File: src/rtl/servo_pkg.sv
// rtl/servo_pkg.sv - shared constants and pulse-width arithmetic for the servo PWM block
// Purpose: default timing constants, command width, and the command-to-width mapping
//          used by the RTL and by the bench model.
// Ports: none (package).
package servo_pkg;

  localparam int unsigned FRAME_CYC   = 2_000_000;
  localparam int unsigned MIN_CYC     = 100_000;
  localparam int unsigned STEP_CYC    = 391;
  localparam int          CMD_W       = 8;
  localparam int          CNT_W       = 21;
  localparam logic [CMD_W-1:0] DEFAULT_CMD = 8'd128;

  // High time in cycles for a given command: MIN + cmd * STEP, unsigned, no saturation.
  function automatic int unsigned servo_width(input int unsigned min_cyc,
                                              input int unsigned step_cyc,
                                              input logic [CMD_W-1:0] cmd);
    return min_cyc + 32'(cmd) * step_cyc;
  endfunction

endpackage

File: src/rtl/servo_pwm_gen_if.sv
// rtl/servo_pwm_gen_if.sv - command strobe bundle from the controller into the PWM generator
// Purpose: carries the truncated command and its one-cycle valid strobe.
// Signals: listo - command valid this cycle; cmd - unsigned pulse command.
// Modports: master (controller side, drives), slave (PWM generator side, samples).
interface servo_pwm_gen_if;
  import servo_pkg::*;

  logic             listo;
  logic [CMD_W-1:0] cmd;

  modport master (output listo, output cmd);
  modport slave  (input  listo, input  cmd);

endinterface

File: src/rtl/servo_frame_cnt.sv
// rtl/servo_frame_cnt.sv - servo frame counter with run handling and frame tick
// Purpose: counts cycles within a frame while running, wraps at FRAME_CYC-1, restarts a
//          frame on the first edge after enable, and registers the frame tick.
// Ports: clk, rst (sync active-low) | en_i run enable | frame_start_o the coming edge
//        begins a frame | run_next_o, cnt_next_o next-state run flag and count |
//        frame_tick_o registered tick, high while run==1 and cnt==0.
module servo_frame_cnt #(
  parameter int unsigned FRAME_CYC = servo_pkg::FRAME_CYC,
  parameter int          CNT_W     = servo_pkg::CNT_W
) (
  input  logic             clk,
  input  logic             rst,
  input  logic             en_i,
  output logic             frame_start_o,
  output logic             run_next_o,
  output logic [CNT_W-1:0] cnt_next_o,
  output logic             frame_tick_o
);
  import servo_pkg::*;

  if ((64'd1 << CNT_W) <= 64'(FRAME_CYC)) begin : g_bad_cnt_w
    $error("servo_frame_cnt: CNT_W too narrow for FRAME_CYC");
  end

  localparam logic [CNT_W-1:0] LAST_CNT = CNT_W'(FRAME_CYC - 1);

  logic             run_q, run_d;
  logic [CNT_W-1:0] cnt_q, cnt_d;
  logic             tick_q, tick_d;
  logic             start;

  always_ff @(posedge clk) begin
    if (!rst) begin
      run_q  <= 1'b0;
      cnt_q  <= '0;
      tick_q <= 1'b0;
    end else begin
      run_q  <= run_d;
      cnt_q  <= cnt_d;
      tick_q <= tick_d;
    end
  end

  // A frame starts on the wrap edge or on the first enabled edge after being parked.
  // Dropping enable parks the counter at zero immediately, truncating any pulse.
  always_comb begin
    run_d = en_i;
    cnt_d = cnt_q;
    start = 1'b0;
    if (!en_i) begin
      cnt_d = '0;
    end else if (!run_q || (cnt_q == LAST_CNT)) begin
      cnt_d = '0;
      start = 1'b1;
    end else begin
      cnt_d = cnt_q + 1'b1;
    end
  end

  // Tick is registered from next-state values so it lines up with the cnt==0 cycle.
  always_comb begin
    tick_d = run_d && (cnt_d == '0);
  end

  assign frame_start_o = start;
  assign run_next_o    = run_d;
  assign cnt_next_o    = cnt_d;
  assign frame_tick_o  = tick_q;

endmodule

File: src/rtl/servo_pwm_gen.sv
// rtl/servo_pwm_gen.sv - double-buffered servo PWM generator
// Purpose: captures strobed commands into a pending buffer, applies them only at frame
//          starts, and drives a registered pulse whose width is MIN + cmd*STEP cycles.
// Ports: clk, rst (sync active-low) | en run enable | cmd_if (slave) listo/cmd strobe |
//        pwm registered pulse | frame_tick one cycle per frame | cmd_act active command.
module servo_pwm_gen #(
  parameter int unsigned FRAME_CYC   = servo_pkg::FRAME_CYC,
  parameter int unsigned MIN_CYC     = servo_pkg::MIN_CYC,
  parameter int unsigned STEP_CYC    = servo_pkg::STEP_CYC,
  parameter logic [7:0]  DEFAULT_CMD = servo_pkg::DEFAULT_CMD,
  parameter int          CNT_W       = servo_pkg::CNT_W
) (
  input  logic                       clk,
  input  logic                       rst,
  input  logic                       en,
  servo_pwm_gen_if.slave             cmd_if,
  output logic                       pwm,
  output logic                       frame_tick,
  output logic [servo_pkg::CMD_W-1:0] cmd_act
);
  import servo_pkg::*;

  if ((64'(MIN_CYC) + 64'd255 * 64'(STEP_CYC)) >= 64'(FRAME_CYC)) begin : g_bad_width
    $error("servo_pwm_gen: widest pulse does not fit inside a frame");
  end

  localparam logic [CNT_W-1:0] DEFAULT_WIDTH = CNT_W'(servo_width(MIN_CYC, STEP_CYC, DEFAULT_CMD));

  logic [CMD_W-1:0] pending_q, pending_d;
  logic [CMD_W-1:0] cmd_act_q, cmd_act_d;
  logic [CMD_W-1:0] src;
  logic [CNT_W-1:0] width_q, width_d;
  logic [CNT_W-1:0] cnt_next;
  logic             pwm_q, pwm_d;
  logic             run_next;
  logic             frame_start;

  servo_frame_cnt #(
    .FRAME_CYC (FRAME_CYC),
    .CNT_W     (CNT_W)
  ) u_frame_cnt (
    .clk           (clk),
    .rst           (rst),
    .en_i          (en),
    .frame_start_o (frame_start),
    .run_next_o    (run_next),
    .cnt_next_o    (cnt_next),
    .frame_tick_o  (frame_tick)
  );

  always_ff @(posedge clk) begin
    if (!rst) begin
      pending_q <= DEFAULT_CMD;
      cmd_act_q <= DEFAULT_CMD;
      width_q   <= DEFAULT_WIDTH;
      pwm_q     <= 1'b0;
    end else begin
      pending_q <= pending_d;
      cmd_act_q <= cmd_act_d;
      width_q   <= width_d;
      pwm_q     <= pwm_d;
    end
  end

  // A strobe landing on the frame-start cycle bypasses the buffer so it is not lost
  // for a whole frame; otherwise the last captured command is used.
  always_comb begin
    src       = cmd_if.listo ? cmd_if.cmd : pending_q;
    pending_d = cmd_if.listo ? cmd_if.cmd : pending_q;
    cmd_act_d = cmd_act_q;
    width_d   = width_q;
    if (frame_start) begin
      cmd_act_d = src;
      width_d   = CNT_W'(servo_width(MIN_CYC, STEP_CYC, src));
    end
  end

  // Registered from next-state values so pwm reflects run/cnt/width of its own cycle.
  always_comb begin
    pwm_d = run_next && (cnt_next < width_d);
  end

  assign pwm     = pwm_q;
  assign cmd_act = cmd_act_q;

endmodule

File: src/flat_wrapper.sv
// flat-port wrapper written by rule: the top's interface ports become plain ports
module servo_pwm_gen_flat import servo_pkg::*;
#(
  parameter int unsigned FRAME_CYC   = servo_pkg::FRAME_CYC,
  parameter int unsigned MIN_CYC     = servo_pkg::MIN_CYC,
  parameter int unsigned STEP_CYC    = servo_pkg::STEP_CYC,
  parameter logic [7:0]  DEFAULT_CMD = servo_pkg::DEFAULT_CMD,
  parameter int          CNT_W       = servo_pkg::CNT_W
)
  (clk, rst, en, pwm, frame_tick, cmd_act, cmd_if_listo, cmd_if_cmd);
  servo_pwm_gen_if cmd_if_i ();
  input  logic clk;
  input  logic rst;
  input  logic en;
  output logic pwm;
  output logic frame_tick;
  output logic [servo_pkg::CMD_W-1:0] cmd_act;
  input wire logic [$bits(cmd_if_i.listo)-1:0] cmd_if_listo;
  input wire logic [$bits(cmd_if_i.cmd)-1:0] cmd_if_cmd;
  assign cmd_if_i.listo = cmd_if_listo;
  assign cmd_if_i.cmd = cmd_if_cmd;
  servo_pwm_gen #(.FRAME_CYC(FRAME_CYC), .MIN_CYC(MIN_CYC), .STEP_CYC(STEP_CYC), .DEFAULT_CMD(DEFAULT_CMD), .CNT_W(CNT_W)) u_core (.clk(clk), .rst(rst), .en(en), .cmd_if(cmd_if_i), .pwm(pwm), .frame_tick(frame_tick), .cmd_act(cmd_act));
endmodule
File: config.mk
export PLATFORM = sky130hd
export DESIGN_NAME = servo_pwm_gen_flat
export DESIGN_NICKNAME = d
export VERILOG_FILES = /design/src/rtl/servo_pkg.sv /design/src/rtl/servo_pwm_gen_if.sv /design/src/rtl/servo_frame_cnt.sv /design/src/rtl/servo_pwm_gen.sv /design/src/flat_wrapper.sv
export SDC_FILE = /design/constraint.sdc
export NUM_CORES = 1
export LEC_CHECK = 0
export CAP_MARGIN = 20
export CELL_PAD_IN_SITES_DETAIL_PLACEMENT = 0
export CELL_PAD_IN_SITES_GLOBAL_PLACEMENT = 1
export CORE_ASPECT_RATIO = 2
export CORE_MARGIN = 5
export CORE_UTILIZATION = 40
export CTS_BUF_LIST = sky130_fd_sc_hd__clkbuf_4 sky130_fd_sc_hd__clkbuf_8
export DETAILED_ROUTE_END_ITERATION = 16
export GPL_TIMING_DRIVEN = 0
export PLACE_DENSITY = 0.73
export SYNTH_ARGS = -nofsm -noshare
export SYNTH_HDL_FRONTEND = slang
export SYNTH_SLANG_ARGS = --single-unit
File: constraint.sdc
create_clock -name clk -period 8.65 [get_ports clk]
set_clock_uncertainty 0.2 [all_clocks]
set_input_delay 2.1625 -clock clk [delete_from_list [all_inputs] [get_ports clk]]
set_output_delay 2.1625 -clock clk [all_outputs]
set_load 0.03 [all_outputs]
==> impl_metrics.tcl <==
set metrics [dict create \
    critPathLaunchType "input pin" \
    drive_gt1_frac 0.0784 \
    post-route-period-util 0.924 \
    synth_top_area_share 0.263 \
    fp.dieArea_mm2 0.0140 \
    grt_pass1_wl_um 18900 \
    worst_r2r_startpoint "u_core.pending_q[7]" \
    fp-row-count 55 \
    drtPass1Iterations 4 \
    yosys-top-cells-count "ha_1 (70), nor2_1 (64), dfxtp_1 (61)" \
    route.detailed.drc 0 \
    grt_max_degree 11 \
    gp_congestion 0.963 \
    p_leak_nw 2.39 \
    rsz0062_at_grt "no" \
    numCtsBuffers 9 \
    port-buffer-count 20 \
    async_reset_ff_frac 0 \
    cts_root_buf "clkbuf_8" \
    start_util 0.410 \
    hpwlAfterDp_um 9710 \
    overflow 0 \
    die-height_um 162 \
    postCtsSetupRepairBufs 0 \
    ys_ff_latch 61 \
    path_class "in2reg" \
    final_antenna_net_count 0 \
    synth-edff-count 0 \
    syn_avg_cell_area_um2 8.86 \
    setup_viol 0 \
    worstSetupEndpointType "flop" \
    grt_use_total 0.176 \
    fin_setup_tns_ns 0 \
    synth_area_leaders "dfxtp_1 (26%), ha_1 (19%), nor2_1 (5.2%)" \
    status "completed" \
    vdd.ir_drop.worst_uv 84.5 \
    max_slew_margin 0.505 \
    clock_path_buffers 2 \
    hold_path.class "reg2reg" \
    antennaDiodeCount 0 \
    min_from "u_core.width_q[17]" \
    area_delta_synth_final_pct 12.3 \
    powerDensity_mw_per_mm2 177 \
    wl_um 11800 \
    yosysWarnings 0 \
    final-hold-violation-count 0 \
    post-synth-top-area-cell "dfxtp_1" \
    wl_per_cell_um 16.8 \
    r2r_setup_slack_ns 2.60 \
    coreArea_mm2 0.0114 \
    r2r_cells 19 \
    hold_path_end "u_core.width_q[17]" \
    drv_slew 0 \
    cts_tree "yes" \
    clock_latency_ns 0.35 \
    vias 3786 \
    max_freq_ghz 0.125 \
    yosysMostFrequentCell "ha_1" \
    clk_pin_slew_ns 0.07 \
    hold_depth 2 \
    io_pins 22 \
    cts-htree-levels 3 \
    cts.sinks 61 \
    viasPerCell 5.39 \
    worst-path-max-fanout 8 \
    nets 649 \
    total_power_uw 924 \
    ys.flop_type "dfxtp_1" \
    yosysSeqAreaShare 0.263 \
    worst_pin_slew_ns 0.722 \
    yosysUniqueCellTypes 65 \
    grt_pass1_vias 3904 \
    die_w_um 86.2 \
    timing.rr.end "u_core.pwm" \
    period_minus_slack_ns 8.00 \
    maxCapViolations 0 \
    hold_buffers 0 \
    synth_nets 618 \
    grt_antenna_before_repair 0 \
    syn_inst 525 \
    drt_iter0_drc 133 \
    cts_resized 0 \
    worstPathArrival_ns 8.02 \
    cp_data_required_time_ns 8.67 \
    synth_area_mm2 0.00465 \
]
-- registers in the layout, indices dropped and copies added, names as in the netlist --
signal	flops
u_core.cmd_act	8
u_core.u_frame_cnt.frame_tick_o	1
u_core.pwm	1
u_core.width_q	21
u_core.pending_q	8
u_core.u_frame_cnt.run_q	1
u_core.u_frame_cnt.cnt_q	21
-- routing by layer --
layer | track usage | vias up | routed length (um)
met5 | 0 | - | 0
met4 | 0.0943 | 0 | 504
met3 | 0.0324 | 27 | 356
met2 | 0.356 | 68 | 6840
met1 | 0.157 | 1778 | 4110
li1 | - | 1913 | -
-- worst max-delay path, cell delays in order --
cell	delay [ns]
clkdlybuf4s50_1	0.40
mux2i_1	0.58
inv_1	0.21
ha_1	0.33
inv_1	0.07
fa_1	0.54
inv_1	0.07
fa_1	0.46
ha_1	0.31
ha_1	0.25
a2111o_1	0.43
o21ai_0	0.34
nand2_1	0.13
mux2i_1	0.16
and3_1	0.21
ha_1	0.27
nand4_1	0.12
or3_1	0.49
o221ai_1	0.40
a21oi_1	0.10
-- layout make-up --
type	count	area, um2
sequential	61	1220
timing repair buffer	20	200
inverter	39	146
clock buffer	11	145
multi-input combinational	402	3140
buffer	23	148
tap	142	178
clock inverter	5	50.0
fill	1145	6130
-- worst max-delay path by stage --
stage / from / to / slack (ns) / cells after the start
detailed placement: cmd_if_cmd[7] / u_core.pwm / 0.31 / 20
floorplan: cmd_if_listo / u_core.pwm / 1.52 / 20
CTS: cmd_if_cmd[7] / u_core.pwm / 0.67 / 20
finish: cmd_if_cmd[7] / u_core.pwm / 0.65 / 20
global route: cmd_if_cmd[7] / u_core.pwm / 0.43 / 21
global placement: cmd_if_cmd[7] / u_core.pwm / 0.31 / 20
-- per-stage QoR --
step,hold slack [ns],util,setup slack [ns],cell area [um2],cells
6_report,0.279,0.460,0.654,5220,703
5_1_grt,0.299,0.460,0.426,5220,703
4_1_cts,0.284,0.460,0.675,5220,703
3_5_place_dp,0.265,0.443,0.305,5030,687
3_3_place_gp,0.259,0.443,0.313,5030,687
2_1_floorplan,0.239,-,1.52,4650,525
-- cell usage in the layout, fill, tap and decap left out, types with 17 or more instances in the layout --
| cell | synthesis | routed |
|---|---|---|
| xnor2_1 | 17 | 17 |
| mux2i_1 | 20 | 20 |
| dfxtp_1 | 61 | 61 |
| nor2b_1 | 18 | 18 |
| ha_1 | 70 | 70 |
| nor2_1 | 64 | 64 |
| nand2_1 | 34 | 34 |
| inv_1 | 39 | 39 |
| clkdlybuf4s50_1 | 0 | 20 |
| a21oi_1 | 17 | 17 |
-- cell families (layout without fill, tap and decap cells) --
logic type	after synthesis	count (layout)	synth area share
mux	21	21	0.0455
xor+xnor	23	23	0.0433
simple gates	192	192	0.214
compound gates	85	85	0.136
buf+inv	62	98	0.0632
flops	61	61	0.263
fa+ha+maj	81	81	0.236
-- power by group --
group / switching [mW] / internal [mW] / total, mW
sequential: 0.00608 / 0.303 / 0.309
combinational: 0.202 / 0.152 / 0.354
clock: 0.119 / 0.142 / 0.261
Power figures use the tool's default switching activity.
